**src/rtl/vx_tensor_sched_pkg.sv**
```systemverilog
// Shared types and constants for the tensor-unit scheduler slice.
package vx_tensor_sched_pkg;

  localparam int unsigned WORD_W         = 32;
  localparam int unsigned TILE_WORDS_DEF = 4;

  typedef enum logic [2:0] {
    ST_IDLE,
    ST_LOAD,
    ST_LWAIT,
    ST_EXEC,
    ST_STORE,
    ST_SWAIT
  } state_t;

endpackage

```
**src/rtl/vx_tensor_sched_rr_arb.sv**
```systemverilog
// Round-robin picker: first asserted request at or after ptr, wrapping.
module vx_tensor_sched_rr_arb #(
  parameter  int unsigned NUM_REQS = 4,
  localparam int unsigned ID_W     = (NUM_REQS > 1) ? $clog2(NUM_REQS) : 1
) (
  input  logic [NUM_REQS-1:0] req,
  input  logic [ID_W-1:0]     ptr,
  output logic [NUM_REQS-1:0] gnt,
  output logic [ID_W-1:0]     idx,
  output logic                valid
);

  logic [ID_W-1:0] cand;

  always_comb begin
    gnt   = '0;
    idx   = '0;
    valid = 1'b0;
    cand  = '0;
    for (int unsigned i = 0; i < NUM_REQS; i++) begin
      cand = ID_W'((32'(ptr) + i) % NUM_REQS);
      if (!valid && req[cand]) begin
        valid     = 1'b1;
        idx       = cand;
        gnt[cand] = 1'b1;
      end
    end
  end

endmodule

```
**src/rtl/vx_tensor_sched.sv**
```systemverilog
// Tensor-unit scheduler: arbitrates warps, streams operand tiles in and result tiles out.
module vx_tensor_sched
  import vx_tensor_sched_pkg::*;
#(
  parameter  int unsigned NUM_REQS   = 4,
  parameter  int unsigned TILE_WORDS = TILE_WORDS_DEF,
  parameter  int unsigned TIMEOUT    = 255,
  localparam int unsigned ID_W       = (NUM_REQS > 1) ? $clog2(NUM_REQS) : 1
) (
  input  logic                clk,
  input  logic                reset,
  input  logic [NUM_REQS-1:0] req_valid,
  output logic [NUM_REQS-1:0] grant,
  input  logic                op_valid,
  output logic                op_ready,
  input  logic [WORD_W-1:0]   op_a,
  input  logic [WORD_W-1:0]   op_b,
  output logic                tu_load_start,
  output logic [WORD_W-1:0]   tu_data_a,
  output logic [WORD_W-1:0]   tu_data_b,
  input  logic                tu_load_done,
  input  logic                tu_execute_done,
  input  logic                tu_store_start,
  input  logic                tu_store_done,
  input  logic [WORD_W-1:0]   tu_data_c,
  output logic                rsp_valid,
  output logic                rsp_last,
  output logic [WORD_W-1:0]   rsp_data,
  output logic [ID_W-1:0]     rsp_id,
  output logic                busy,
  output logic                timeout_err
);

  localparam int unsigned BEAT_W = $clog2(TILE_WORDS) + 1;
  localparam int unsigned WD_W   = $clog2(TIMEOUT + 1);
  localparam logic [BEAT_W-1:0] LAST_BEAT = BEAT_W'(TILE_WORDS - 1);
  localparam logic [WD_W-1:0]   WD_LIMIT  = WD_W'(TIMEOUT - 1);

  state_t              state, state_nxt;
  logic [ID_W-1:0]     owner, rr_ptr, arb_idx;
  logic [NUM_REQS-1:0] arb_gnt;
  logic                arb_valid;
  logic [BEAT_W-1:0]   beat_cnt;
  logic [WD_W-1:0]     wdog;
  logic                load_seen, store_seen;
  logic                op_accept, store_cap, timeout_hit;

  vx_tensor_sched_rr_arb #(.NUM_REQS(NUM_REQS)) u_arb (
    .req   (req_valid),
    .ptr   (rr_ptr),
    .gnt   (arb_gnt),
    .idx   (arb_idx),
    .valid (arb_valid)
  );

  assign busy      = (state != ST_IDLE);
  assign op_ready  = (state == ST_LOAD);
  assign op_accept = (state == ST_LOAD) && op_valid;
  // once the first result beat is captured the remaining beats follow back-to-back
  assign store_cap = (state == ST_STORE) && (tu_store_start || (beat_cnt != '0));

  always_comb begin
    state_nxt = state;
    unique case (state)
      ST_IDLE:  if (arb_valid)                          state_nxt = ST_LOAD;
      ST_LOAD:  if (op_accept && beat_cnt == LAST_BEAT) state_nxt = ST_LWAIT;
      ST_LWAIT: if (tu_load_done || load_seen)          state_nxt = ST_EXEC;
      ST_EXEC:  if (tu_execute_done)                    state_nxt = ST_STORE;
      ST_STORE: if (store_cap && beat_cnt == LAST_BEAT) state_nxt = ST_SWAIT;
      ST_SWAIT: if (tu_store_done || store_seen)        state_nxt = ST_IDLE;
      default:                                          state_nxt = ST_IDLE;
    endcase
  end

  // a legitimate transition on the limit cycle takes priority over the abort
  assign timeout_hit = (state != ST_IDLE) && (state_nxt == state) && (wdog == WD_LIMIT);

  always_ff @(posedge clk or negedge reset) begin
    if (!reset) begin
      state         <= ST_IDLE;
      grant         <= '0;
      owner         <= '0;
      rr_ptr        <= '0;
      beat_cnt      <= '0;
      wdog          <= '0;
      load_seen     <= 1'b0;
      store_seen    <= 1'b0;
      tu_load_start <= 1'b0;
      tu_data_a     <= '0;
      tu_data_b     <= '0;
      rsp_valid     <= 1'b0;
      rsp_last      <= 1'b0;
      rsp_data      <= '0;
      rsp_id        <= '0;
      timeout_err   <= 1'b0;
    end else begin
      tu_load_start <= 1'b0;
      rsp_valid     <= 1'b0;
      rsp_last      <= 1'b0;
      if (timeout_hit) begin
        state       <= ST_IDLE;
        grant       <= '0;
        beat_cnt    <= '0;
        wdog        <= '0;
        timeout_err <= 1'b1;
      end else begin
        state <= state_nxt;
        if (state_nxt != state || state == ST_IDLE) wdog <= '0;
        else                                        wdog <= wdog + 1'b1;
        if (state_nxt != state)           beat_cnt <= '0;
        else if (op_accept || store_cap)  beat_cnt <= beat_cnt + 1'b1;

        case (state)
          ST_IDLE: begin
            if (arb_valid) begin
              grant         <= arb_gnt;
              owner         <= arb_idx;
              tu_load_start <= 1'b1;
              load_seen     <= 1'b0;
              store_seen    <= 1'b0;
            end
          end
          ST_LOAD: begin
            if (op_valid) begin
              tu_data_a <= op_a;
              tu_data_b <= op_b;
            end
            if (tu_load_done) load_seen <= 1'b1;
          end
          ST_STORE: begin
            if (store_cap) begin
              rsp_valid <= 1'b1;
              rsp_data  <= tu_data_c;
              rsp_id    <= owner;
              rsp_last  <= (beat_cnt == LAST_BEAT);
            end
            if (tu_store_done) store_seen <= 1'b1;
          end
          ST_SWAIT: begin
            if (state_nxt == ST_IDLE) begin
              grant  <= '0;
              rr_ptr <= (owner == ID_W'(NUM_REQS - 1)) ? '0 : owner + 1'b1;
            end
          end
          default: ;
        endcase
      end
    end
  end

endmodule

```
**config.mk**
```make
export PLATFORM = sky130hd
export DESIGN_NAME = vx_tensor_sched
export DESIGN_NICKNAME = d
export VERILOG_FILES = /design/src/rtl/vx_tensor_sched_pkg.sv /design/src/rtl/vx_tensor_sched_rr_arb.sv /design/src/rtl/vx_tensor_sched.sv
export SDC_FILE = /design/constraint.sdc
export NUM_CORES = 1
export LEC_CHECK = 0
export ABC_AREA = 1
export CAP_MARGIN = 15
export CELL_PAD_IN_SITES_DETAIL_PLACEMENT = 0
export CELL_PAD_IN_SITES_GLOBAL_PLACEMENT = 2
export CORE_MARGIN = 8
export CORE_UTILIZATION = 24
export DETAILED_ROUTE_END_ITERATION = 10
export GPL_TIMING_DRIVEN = 0
export PLACE_DENSITY_LB_ADDON = 0.1
export SYNTH_ARGS = -nofsm -noshare
export SYNTH_HDL_FRONTEND = slang
export SYNTH_SLANG_ARGS = --single-unit
```
**constraint.sdc**
```tcl
create_clock -name clk -period 2.87 [get_ports clk]
set_clock_uncertainty 0.15 [all_clocks]
set_input_delay 0.4305 -clock clk [delete_from_list [all_inputs] [get_ports clk]]
set_output_delay 0.4305 -clock clk [all_outputs]
set_load 0.01 [all_outputs]
```
==> impl_metrics.env <==
export IMPL_status="finished, final reports clean"
export IMPL_routed_wl_um=19250
export IMPL_power_density_nw_per_um2=1078
export IMPL_fin_crit_ns=2.663
export IMPL_drv_slew=0
export IMPL_cp_max_fo=10
export IMPL_synth_warning_count=0
export IMPL_cp_required_ns=3.03
export IMPL_yosysSeqAreaShare_pct=56.36
export IMPL_post_place_ws_ns=-0.2646
export IMPL_routedWlPerCell_um=15.56
export IMPL_setup_violations=0
export IMPL_syn_num_nets=787
export IMPL_synthesis_area_um2=5594
export IMPL_syn2layout_area_growth_pct=57.79
export IMPL_dp_hpwl_um=14640
export IMPL_timing_fmax_mhz=375.5
export IMPL_vias_per_cell=4.199
export IMPL_hold_path_class="reg -> reg"
export IMPL_grt_pass1_vias=5382
export IMPL_p_int_mw=5.853
export IMPL_drv_cap=0
export IMPL_critPathCaptureType="flip-flop"
export IMPL_seqPwrFrac_pct=31.2
export IMPL_worst_r2r_cell_count=15
export IMPL_rows=56
export IMPL_drt_pass1_iter_count=4
export IMPL_drive_gt1_share_pct=8.497
export IMPL_synth_top_area_cell="dfrtp_1"
export IMPL_synth_seq_cells=126
export IMPL_cts_buffers=17
export IMPL_grt_pass1_wl_um=30300
export IMPL_num_vias=5194
export IMPL_path_class="reg -> reg"
export IMPL_htreeDepth=4
export IMPL_power_total_mw=9.517
export IMPL_hold_depth=2
export IMPL_rsz0062_at_grt="false"
export IMPL_drt_iter0_drc=329
export IMPL_layout_cells_non_filler=1237
export IMPL_tightest_slew_ns=0.6852
export IMPL_nets=1026
export IMPL_drtAntennaViolNets=0
export IMPL_regArea_um2=3156
export IMPL_num_fill_cells=2389
export IMPL_coreArea_um2=23190
export IMPL_clk_pin_slew_worst_paths_ns=0.06
export IMPL_cts_tree="built"
export IMPL_initial_core_util_pct=24.12
export IMPL_crit_arrival_ns=2.82
export IMPL_final_cell_mix="nand2_1 (295), clkdlybuf4s50_1 (213), dfrtp_1 (124)"
export IMPL_hold_start="timeout_err"
export IMPL_hold_viol=0
export IMPL_gp_congestion=0.7391
export IMPL_gr_usage_all_layers_pct=13.61
export IMPL_io_pins=215
export IMPL_worstSetupStartpointType="flip-flop"
export IMPL_drc=0
export IMPL_grt_overflow_total=0
export IMPL_synth_cells=666
export IMPL_synth_area_leaders="dfrtp_1 (56%), nand2_1 (20%), nand3_1 (7.7%), ha_1 (3.1%), inv_1 (2.1%)"
export IMPL_die_area_um2=28450
export IMPL_pwr_share_clk_pct=21.8
export IMPL_clock_sinks=126
export IMPL_ir_drop_mv=0.3623
export IMPL_die_y_um=168.7
export IMPL_hold_end="timeout_err"
export IMPL_clk_latency_ns=0.41
export IMPL_multi_input_area_um2=2190
export IMPL_antenna_found_initial=0
export IMPL_synth_distinct_cells=29
export IMPL_cts_buffer_depth=2
export IMPL_relSlewSlack_pct=53.97
export IMPL_swShare_pct=38.50
export IMPL_grt_max_degree=87
export IMPL_cts_root_buf="clkbuf_16"
export IMPL_synth_top_cell_area_share_pct=56.36
export IMPL_diodes=0
export IMPL_die_x_um=168.7
export IMPL_layout_commonest_cell="nand2_1"
export IMPL_postSynthAreaPerCell_um2=8.400
export IMPL_io_buffers=214
export IMPL_p_leak_nw=4.296
export IMPL_switchingPower_mw=3.664
export IMPL_worstReg2RegEnd="tu_data_a[18]"
export IMPL_placed_cells=1200
export IMPL_post_route_period_util_pct=92.80
export IMPL_rr_startpoint="rr_ptr[0]"
export IMPL_power_frac_comb_pct=46.9
export IMPL_fin_ws_ns=0.2068
export IMPL_r2r_slack_ns=0.21
-- registers in the layout, summed over array words and instances, names as in the netlist, 2 cells and up --
name       count
beat_cnt       3
grant          4
owner          2
rr_ptr         2
rsp_data      32
rsp_id         2
state          3
tu_data_a     32
tu_data_b     32
wdog           8
-- worst max path at each step --
stage | from | to | slack, ns
after floorplan | rr_ptr[0] | rsp_data[13] | 0.44
after global placement | reset | tu_data_a[14] | -4.22
after detailed placement | rr_ptr[0] | rsp_data[16] | -0.26
after CTS | rr_ptr[0] | rsp_data[16] | 0.007
after global routing | rr_ptr[0] | rsp_data[16] | 0.01
final | rr_ptr[0] | tu_data_a[18] | 0.21
-- per-layer routing --
layer	vias up	GRT usage, %	part of all wire (%)
met3	22	3.843	5.5
met5	-	0	0
li1	2587	-	-
met4	0	4.891	1.5
met2	153	21.98	47
met1	2432	17.11	46
-- synth_stat cells (all sizes together) --
library cell / instances
a21oi: 4
nor3b: 1
xor2: 4
buf: 18
nand4: 10
ha: 14
inv: 38
nor3: 7
o21bai: 1
nand2: 301
or2: 1
dfrtp: 126
o21ai: 6
nor2: 29
o211ai: 1
clkbuf: 11
o31ai: 2
nand3: 86
a22oi: 4
nand3b: 1
xnor2: 1
-- cell families (layout without fill, tap and decap cells) --
| family | count (synthesis) | in the layout | synth area share [%] |
|---|---|---|---|
| simple gates | 436 | 436 | 32.63 |
| flops | 126 | 126 | 56.36 |
| buf+inv | 67 | 319 | 5.122 |
| compound gates | 18 | 18 | 1.968 |
| fa+ha+maj | 14 | 14 | 3.131 |
| xor+xnor | 5 | 5 | 0.7828 |
-- repair_timing --
item                                   4_1_cts  5_1_grt
cloned                                       0        0
resized for setup                           10       10
buffers inserted                             3        2
endpoints found under the hold margin       40        0
pin swaps                                    1        2
setup endpoints to repair                   98      100
hold buffers                                 1        0
-- power groups by stage --
| stage | Clock (mW) | Sequential (mW) | Combinational, mW |
|---|---|---|---|
| final | 2.08 | 2.97 | 4.47 |
| after global routing | 2.24 | 3.08 | 4.97 |
| after CTS | 2.15 | 2.99 | 4.50 |
| after detailed placement | 0 | 3.01 | 4.46 |
| after global placement | 0 | 2.99 | 4.40 |
| after floorplan | 0 | 3.28 | 1.89 |
-- per-stage QoR --
stage               TNS [ns]  hold slack [ns]  util (%)  instance area [um^2]
global route               0           0.3385     38.06                  8827
CTS                        0           0.3155     37.89                  8788
global placement     -537.20           0.3029     35.08                  8135
floorplan                  0         -0.01509         -                  5594
detailed placement    -12.73           0.2346     35.20                  8164
finish                     0           0.3100     38.06                  8827
-- worst max-delay path: stages (launching register included) --
cell	delay, ns
dfrtp_2	0.41
buf_4	0.17
inv_6	0.10
ha_1	0.28
inv_2	0.09
nand3_1	0.07
nand2_1	0.11
nand4_1	0.12
nand2_2	0.10
nand2_1	0.08
nand2_2	0.09
nand4_4	0.21
buf_4	0.23
clkbuf_2	0.18
nand3_1	0.11
nand2_1	0.06
-- layout make-up --
cell class	instances	share of cell area [%]
clock inverters	13	1.502
repair buffers	221	25.13
inverters	38	1.673
flip-flops and latches	126	35.75
plain buffers	28	1.715
clock buffers	19	4.904
multi-input cells	473	24.81
well taps	319	4.522
(Power assumes the default switching activity.)
